===== config.mk =====
export PLATFORM = sky130hd
export DESIGN_NAME = display_sequencer
export DESIGN_NICKNAME = d
export VERILOG_FILES = /design/src/rtl/display_sequencer.sv
export SDC_FILE = /design/constraint.sdc
export NUM_CORES = 1
export LEC_CHECK = 0
export CAP_MARGIN = 20
export CORE_UTILIZATION = 40
export DETAILED_ROUTE_END_ITERATION = 10
export GPL_TIMING_DRIVEN = 0
export SYNTH_ARGS = -nofsm -noshare
export SYNTH_HDL_FRONTEND = slang
export SYNTH_SLANG_ARGS = --single-unit

===== constraint.sdc =====
create_clock -name CLOCK_50 -period 5.6 [get_ports CLOCK_50]
set_input_delay 1.12 -clock CLOCK_50 [delete_from_list [all_inputs] [get_ports CLOCK_50]]
set_output_delay 1.12 -clock CLOCK_50 [all_outputs]
set_load 0.005 [all_outputs]

===== src/rtl/display_sequencer.sv =====
// Game-level display controller: idle/attract, in-game countdown with BCD score,
// and blinking game-over score, driving the board's digit and LED holders.
module display_sequencer #(
  parameter int TICK_DIV     = 50_000_000,
  parameter int BLINK_DIV    = 25_000_000,
  parameter int GAME_SECONDS = 60
) (
  input  logic       CLOCK_50,
  input  logic       reset,
  input  logic       start,
  input  logic       userquit,
  input  logic       match,
  input  logic       all_matched,
  input  logic [3:0] mode_sel,
  input  logic [9:0] tiles_left,
  output logic       ingameOn,
  output logic       gameOver,
  output logic [3:0] hex0hldr,
  output logic [3:0] hex2hldr,
  output logic [3:0] hex3hldr,
  output logic [3:0] hex4hldr,
  output logic [3:0] hex5hldr,
  output logic [9:0] ledrhldr
);

  localparam int TW = $clog2(TICK_DIV);
  localparam int BW = (BLINK_DIV > 1) ? $clog2(BLINK_DIV) : 1;
  localparam logic [TW-1:0] TICK_LAST  = TW'(TICK_DIV - 1);
  localparam logic [BW-1:0] BLINK_LAST = BW'(BLINK_DIV - 1);
  localparam logic [7:0]    GAME_BCD   = {4'(GAME_SECONDS / 10), 4'(GAME_SECONDS % 10)};
  localparam logic [3:0]    BLANK      = 4'hF;

  typedef enum logic [1:0] {S_IDLE, S_PLAY, S_OVER} state_t;

  // Two-digit BCD decrement; callers never pass 00.
  function automatic logic [7:0] bcd_dec(input logic [7:0] v);
    if (v[3:0] == 4'd0) return {v[7:4] - 4'd1, 4'd9};
    return {v[7:4], v[3:0] - 4'd1};
  endfunction

  // Two-digit BCD increment that holds at 99.
  function automatic logic [7:0] bcd_inc_sat(input logic [7:0] v);
    if (v == 8'h99) return v;
    if (v[3:0] == 4'd9) return {v[7:4] + 4'd1, 4'd0};
    return {v[7:4], v[3:0] + 4'd1};
  endfunction

  state_t          r_state;
  logic [7:0]      r_timer;
  logic [7:0]      r_score;
  logic [TW-1:0]   r_presc;
  logic [BW-1:0]   r_bcnt;
  logic            r_bvis;

  state_t          w_state;
  logic [7:0]      w_timer;
  logic [7:0]      w_score;
  logic [TW-1:0]   w_presc;
  logic [BW-1:0]   w_bcnt;
  logic            w_bvis;
  logic            w_tick;
  logic            w_load;

  always_comb begin
    w_state = r_state;
    w_timer = r_timer;
    w_score = r_score;
    w_presc = r_presc;
    w_bcnt  = r_bcnt;
    w_bvis  = r_bvis;
    w_tick  = (r_state == S_PLAY) && (r_presc == TICK_LAST);
    w_load  = !userquit && start && (r_state != S_PLAY);
    if (userquit) begin
      w_state = S_IDLE;
    end else begin
      case (r_state)
        S_PLAY: begin
          w_presc = w_tick ? '0 : r_presc + 1'b1;
          if (w_tick) w_timer = bcd_dec(r_timer);
          if (match)  w_score = bcd_inc_sat(r_score);
          if ((w_tick && r_timer == 8'h01) || all_matched) begin
            w_state = S_OVER;
            w_bcnt  = '0;
            w_bvis  = 1'b1;
          end
        end
        S_OVER: begin
          if (r_bcnt == BLINK_LAST) begin
            w_bcnt = '0;
            w_bvis = ~r_bvis;
          end else begin
            w_bcnt = r_bcnt + 1'b1;
          end
        end
        default: ;
      endcase
    end
    // A new game from IDLE or OVER reloads the timer and clears the score.
    if (w_load) begin
      w_state = S_PLAY;
      w_timer = GAME_BCD;
      w_score = 8'h00;
      w_presc = '0;
    end
  end

  always_ff @(posedge CLOCK_50 or posedge reset) begin
    if (reset) begin
      r_state  <= S_IDLE;
      r_timer  <= 8'h00;
      r_score  <= 8'h00;
      r_presc  <= '0;
      r_bcnt   <= '0;
      r_bvis   <= 1'b1;
      ingameOn <= 1'b0;
      gameOver <= 1'b0;
      hex0hldr <= 4'h0;
      hex2hldr <= BLANK;
      hex3hldr <= BLANK;
      hex4hldr <= BLANK;
      hex5hldr <= BLANK;
      ledrhldr <= '0;
    end else begin
      r_state  <= w_state;
      r_timer  <= w_timer;
      r_score  <= w_score;
      r_presc  <= w_presc;
      r_bcnt   <= w_bcnt;
      r_bvis   <= w_bvis;
      hex0hldr <= mode_sel;
      ingameOn <= (w_state == S_PLAY);
      gameOver <= (w_state == S_OVER);
      case (w_state)
        S_PLAY: begin
          hex5hldr <= w_timer[7:4];
          hex4hldr <= w_timer[3:0];
          hex3hldr <= w_score[7:4];
          hex2hldr <= w_score[3:0];
          ledrhldr <= tiles_left;
        end
        S_OVER: begin
          hex5hldr <= BLANK;
          hex4hldr <= BLANK;
          hex3hldr <= w_bvis ? w_score[7:4] : BLANK;
          hex2hldr <= w_bvis ? w_score[3:0] : BLANK;
          ledrhldr <= w_bvis ? '1 : '0;
        end
        default: begin
          hex5hldr <= BLANK;
          hex4hldr <= BLANK;
          hex3hldr <= BLANK;
          hex2hldr <= BLANK;
          ledrhldr <= '0;
        end
      endcase
    end
  end

endmodule


==> metrics.cfg <==
[hold_path]
hold_class=reg -> reg

[cts]
cts_hold_buf=0
cts_buffer_depth=2
clock_sinks=102
clk-insertion-delay-late_ns=0.35
cts_buffers=9
cts_root_buf=clkbuf_16
cts_setup_buffers=0
h-tree-depth=3
path_clk_slew_ns=0.07
cts_resized=0
cts_tree=done

[placed_design]
io_buffers=51
gp_congestion=0.8831
hpwl_mm=9.431

[setup_path]
worstPathArrival_ns=4.95
cp_slowest_cell=nor3b_1
cp-end-kind=flop
crit_chain=clkdlybuf4s50_1 > clkbuf_1 > nor3b_1 > buf_2 > clkbuf_1 > a31oi_1 > ha_1 > clkbuf_1 > inv_1 > o311a_2 > buf_6 > a31o_2
cpMostUsedCell=clkbuf_1
required_ns=5.84
crit_fanout=10
cp-start-kind=input pin
critPathMaxStageDelay_ns=0.88
critical_path_class=in -> reg

[yosys]
syn_area_um2=5593
ys_warn_count=0
synth-edff-count=0
seq_area_frac_synth_pct=46.02
synth_cells=580
syn_nets=615
synth-main-ff-cell=dfrtp_1
synth-seq-cells=102
async_flop_share_pct=100.0
synth_cell_types=68
avgSynthCellArea_um2=9.643

[power]
comb_power_share_pct=17.5
p_int_mw=1.299
clkPwrFrac_pct=35.5
power_leakage_nw=2.755
vdd_ir_drop_max_v=0.0001601
p_per_area_nw_per_um2=266.8
swShare_pct=26.79
seq_power_share_pct=47.0
p_total_mw=1.774
switchingPower_uw=475.4

[sta]
fin_skew_ns=0.007099
worst_slew_pin_slew_ns=1.027
setup_violations=0
drv_slew=0
post-route-min-period_ns=4.711
fmax_ghz=0.2123
timing.final.crit_share_pct=84.12
hold_violations=0
max_slew_margin_pct=30.93
tns_ns=0
rsz0062_at_grt=no

[run_status]
status=completed

[die]
ios=52
fp.dieW_um=120.2
rows=42
core_um2=13450
dieArea_um2=14460
die_h_um=120.2
start_util_pct=41.57

[grt]
track_usage_pct=20.03
first_global_vias=4531
overflow=0
antenna_found_initial=0
grt_pass1_wl_mm=22.87
grt_max_degree=61

[route]
drc=0
postRouteAntennaNets=0
drt_iter0_drc=416
route.final.wire_length_mm=13.51
vias=4780
vias_per_cell=5.801
wl_per_cell_um=16.40
first_pass_iters=5

[job]
maxCapViolations=0

[final_layout]
drive_above_1_share_pct=10.65
syn_to_final_growth_pct=18.93
n_fill_cell=1251
diodes=0
finalNetCount=678

## power by group through the flow
stage | sequential, mW | combinational, mW | clock, mW
floorplan | 0.848 | 0.164 | 0
global placement | 0.847 | 0.303 | 0
detailed placement | 0.847 | 0.309 | 0
CTS | 0.834 | 0.312 | 0.650
global route | 0.841 | 0.344 | 0.676
finish | 0.833 | 0.311 | 0.630
## per-stage QoR
stage                     setup slack (ns)  instances  util, %  hold WS, ns  area [um2]
after floorplan                      1.833        580        -       0.4711        5593
after global placement              0.2577        807    47.01       0.5116        6324
after detailed placement            0.5796        808    47.23       0.5077        6354
after CTS                           0.9486        824    49.44       0.5182        6651
after global routing                0.6389        824    49.44       0.5464        6651
final                               0.8891        824    49.44       0.5141        6651
## critical path: cells and delay by family
kind	cells	cell delay, ns
AO/OA/AOI/OAI	3	0.49
AND/OR/NAND/NOR	1	0.88
adder cells (fa/ha/maj)	1	0.29
buffers and inverters	7	2.16
## registers in the layout, summed over array words and instances (netlist names), 2 cells and up
name,count
r_score,8
hex0hldr,4
ledrhldr,10
hex4hldr,4
hex3hldr,4
r_bcnt,25
hex5hldr,4
r_presc,26
r_state,2
hex2hldr,4
r_timer,8
## cells in the final DEF (no fill, tap or decap), types with 6 or more instances in the layout
cell / count
o211ai_1: 7
a21o_1: 18
clkbuf_16: 9
ha_1: 15
clkbuf_1: 19
a22o_1: 15
dfstp_2: 17
mux2i_1: 8
and2_1: 6
a21oi_1: 29
nor4_1: 10
nor3_1: 19
a211oi_1: 7
nand4_1: 25
or4_1: 7
dfrtp_1: 85
nand3_1: 22
clkdlybuf4s50_1: 51
a211o_1: 10
inv_1: 27
nand2_1: 41
nor2_1: 45
o21ai_0: 34
or3_1: 8
## cell families (layout without fill, tap and decap cells)
group | after synthesis | count (layout) | share of synthesized area [%]
mux | 10 | 10 | 1.834
compound gates | 155 | 155 | 19.58
fa+ha+maj | 15 | 15 | 3.356
simple gates | 233 | 233 | 23.53
buf+inv | 56 | 124 | 4.273
flops | 102 | 102 | 46.02
xor+xnor | 9 | 9 | 1.409
## per-layer routing
metal	GRT usage (%)	part of all wire (%)	up-vias
met5	0	0	-
met4	9.722	2.8	0
met3	2.783	4.5	28
met2	30.96	46	154
met1	27.67	47	2311
li1	-	-	2287
## synth_stat cells (3+ instances only)
| cell | n | area share, % |
|---|---|---|
| nor4_1 | 10 | 1.1 |
| and3b_1 | 3 | 0.47 |
| and4_1 | 5 | 0.78 |
| nand3_1 | 22 | 2.0 |
| inv_1 | 28 | 1.9 |
| or3_1 | 8 | 0.89 |
| a21oi_1 | 29 | 2.6 |
| xnor2_1 | 4 | 0.63 |
| dfstp_2 | 17 | 8.0 |
| o22ai_1 | 4 | 0.45 |
| nor2b_1 | 4 | 0.45 |
| or4_1 | 7 | 0.94 |
| or2_2 | 3 | 0.34 |
| nand4b_1 | 4 | 0.63 |
| a31oi_1 | 4 | 0.45 |
| nor3b_1 | 5 | 0.67 |
| mux2i_1 | 8 | 1.4 |
| clkbuf_1 | 19 | 1.3 |
| nand2b_1 | 3 | 0.34 |
| a21o_1 | 18 | 2.4 |
| o21ai_0 | 34 | 3.0 |
| buf_2 | 5 | 0.45 |
| and2_1 | 6 | 0.67 |
| a211oi_1 | 7 | 0.94 |
| o31ai_1 | 5 | 0.67 |
| nand3b_1 | 5 | 0.67 |
| and3_1 | 3 | 0.34 |
| xor2_1 | 5 | 0.78 |
| o211ai_1 | 7 | 0.94 |
| a31o_2 | 3 | 0.47 |
| nand2_1 | 41 | 2.8 |
| nand4_1 | 25 | 2.8 |
| nor3_2 | 3 | 0.54 |
| ha_1 | 15 | 3.4 |
| nor3_1 | 19 | 1.7 |
| nor2_1 | 45 | 3.0 |
| buf_6 | 3 | 0.60 |
| a211o_1 | 10 | 1.6 |
| dfrtp_1 | 85 | 38 |
| a22o_1 | 15 | 2.3 |
## path summary, 6_finish.rpt
path / end / start / depth (start not counted) / slack [ns]
max: ledrhldr[6] / userquit / 12 / 0.89
min: r_bcnt[21] / r_bcnt[21] / 1 / 0.51
max reg2reg: ledrhldr[6] / r_state[1] / 13 / 1.48
min reg2reg: r_bcnt[21] / r_bcnt[21] / 1 / 0.51
max in group asynchronous: hex5hldr[3] / reset / 3 / 3.62
min in group asynchronous: ledrhldr[1] / reset / 2 / 1.26
## area by class of cell
type / count / area [um2] / area share, %
inverters: 28 / 107.6 / 1.618
clock inverters: 7 / 72.57 / 1.091
repair buffers: 52 / 538.0 / 8.089
plain buffers: 28 / 133.9 / 2.013
well taps: 176 / 220.2 / 3.311
clock buffers: 9 / 225.2 / 3.386
multi-input cells: 422 / 2780 / 41.80
flip-flops and latches: 102 / 2574 / 38.69
Note: power is estimated with default switching activity, not from simulation.
==> variant (config.mk and constraints unchanged) <==
The parameter `TICK_DIV` goes from 50_000_000 to 12_500_000.
--- a/src/rtl/display_sequencer.sv
+++ b/src/rtl/display_sequencer.sv
@@ -1,7 +1,7 @@
 // Game-level display controller: idle/attract, in-game countdown with BCD score,
 // and blinking game-over score, driving the board's digit and LED holders.
 module display_sequencer #(
-  parameter int TICK_DIV     = 50_000_000,
+  parameter int TICK_DIV     = 12_500_000,
   parameter int BLINK_DIV    = 25_000_000,
   parameter int GAME_SECONDS = 60
 ) (
Behaviour: no difference found for any inputs over 4 cycles, from zero or initial values and one cycle with reset high; that may be too few to reach the edited logic, so the function may still have changed.
==> variant against the unedited design <==
Largest cell class is now sequential cells. Sequential cell count down 2. Worst setup slack better by 1200 ps. Final area fell by 6.9%. Wire length down 10%. Area after synthesis down 8.1%. Power fell by 5.7%. Non-clock buffer count down 3. Clock power is essentially flat. Critical path depth decreased by 2.
==> variant: results (changes against the unedited design) <==
| Metric | Value |
|---|---|
| Critical R2R Capture | hex3hldr[1] (was ledrhldr[6]) |
| Post-Synth XOR/XNOR Area | 1.70% (was 1.41%) |
| Register area share after synthesis | 49.1% (was 46.0%) |
| Dpl cells | 774 (was 808) |
| Largest cells by area after synthesis | dfrtp_1, dfstp_2, o21ai_0, nand2_1, ha_1 (was dfrtp_1, dfstp_2, ha_1, o21ai_0, nor2_1) |
| Critical path origin | start (was userquit) |
| Post-DR wirelength/cell | 15.3 um (was 16.4 um) |
| Reg2Reg Depth | 12 (was 13) |
| Post-Route Skew | 9.00 ps (was 7.10 ps) |
| DR WL met3 | 469 um (was 612 um) |
| M1 wire length | 5890 um (was 6350 um) |
| Final wirelength | 12100 um (was 13500 um) |
| Leakage | 2.59 nW (was 2.75 nW) |
| Worst-path clk slew | about 60 ps |
| Largest net degree at the start of global routing | 58 (was 61) |
| Multi-input combinational cell count | 405 (was 422) |
| GR Util met3 | 3.80% (was 2.78%) |
| Post-synthesis mux area share | 0.827% (was 1.83%) |
| Plain + repair buffers | 77 (was 80) |
| Status | completed (unchanged) |
| Synth Area in Compound Gates | 17.2% (was 19.6%) |
| Post-Syn Area per Cell | 9.33 um^2 (was 9.64 um^2) |
| Met2 Use GR | 29.2% (was 31.0%) |
| Switch share | 25.4% (was 26.8%) |
| Worst slew pin tran | 952 ps (was 1030 ps) |
| Routed wl met2 | 5470 um (was 6170 um) |
| Initial DRC Count | 331 (was 416) |
| Nets | 648 (was 678) |
| Met1 Use GR | 27.0% (was 27.7%) |
| R2r setup slk | 2200 ps (was 1480 ps) |
| Clk tree area frac | 4.89% (was 4.48%) |
| Final-layout clock buffer total | 10 (was 9) |
| Via Count | 4312 (was 4780) |
| List of most frequent post-synthesis cells | dfrtp_1, o21ai_0, nand2_1 (was dfrtp_1, nor2_1, nand2_1) |
| Vias in the first global route | 4084 (was 4531) |
| Mapped Nets | 586 (was 615) |
| First-pass GRT wire length | 20100 um (was 22900 um) |
## variant: cell count changes after synthesis, sizes merged, moves of 9 or more
cell,change
o31ai,+20
nand2,+21
a211o,-9
a22o,-15
nor3,-10
a21o,-18
nand4,-16
o21ai,+35
a21oi,-9
## variant: worst max-delay path, stage by stage
cell	delay, ps
clkdlybuf4s50_1	510
and2_1	130
buf_2	210
buf_1	370
a31oi_1	110
ha_1	290
clkbuf_1	330
clkbuf_1	410
nor2_1	90
a21oi_1	200
## variant: worst min-delay path by stage
stage	slack [ps]	depth (start not counted)	endpoint	startpoint
2_1_floorplan	440	1	r_presc[23]	r_presc[23]
5_1_grt	530	1	r_presc[23]	r_presc[23]
6_report	490	1	r_bcnt[14]	r_bcnt[14]
4_1_cts	490	1	r_bcnt[14]	r_bcnt[14]
3_3_place_gp	460	1	r_presc[23]	r_presc[23]
3_5_place_dp	470	1	r_presc[23]	r_presc[23]
## variant: power by group through the flow
stage / Combinational [mW] / Sequential (mW) / Clock [mW]
finish: 0.244 / 0.799 / 0.631
global placement: 0.240 / 0.813 / 0
global route: 0.270 / 0.804 / 0.680
floorplan: 0.119 / 0.815 / 0
CTS: 0.247 / 0.799 / 0.652
detailed placement: 0.246 / 0.813 / 0
## variant: per-stage QoR
step / hold WS [ps] / instance area [um^2] / power (mW) / util [%] / setup WS (ps)
2_1_floorplan: 437 / 5140 / 0.934 / - / 1890
3_3_place_gp: 459 / 5860 / 1.05 / 46.6 / 314
3_5_place_dp: 475 / 5890 / 1.06 / 46.8 / 1670
4_1_cts: 492 / 6190 / 1.70 / 49.3 / 2070
5_1_grt: 527 / 6190 / 1.75 / 49.3 / 1720
6_report: 489 / 6190 / 1.67 / 49.3 / 2090
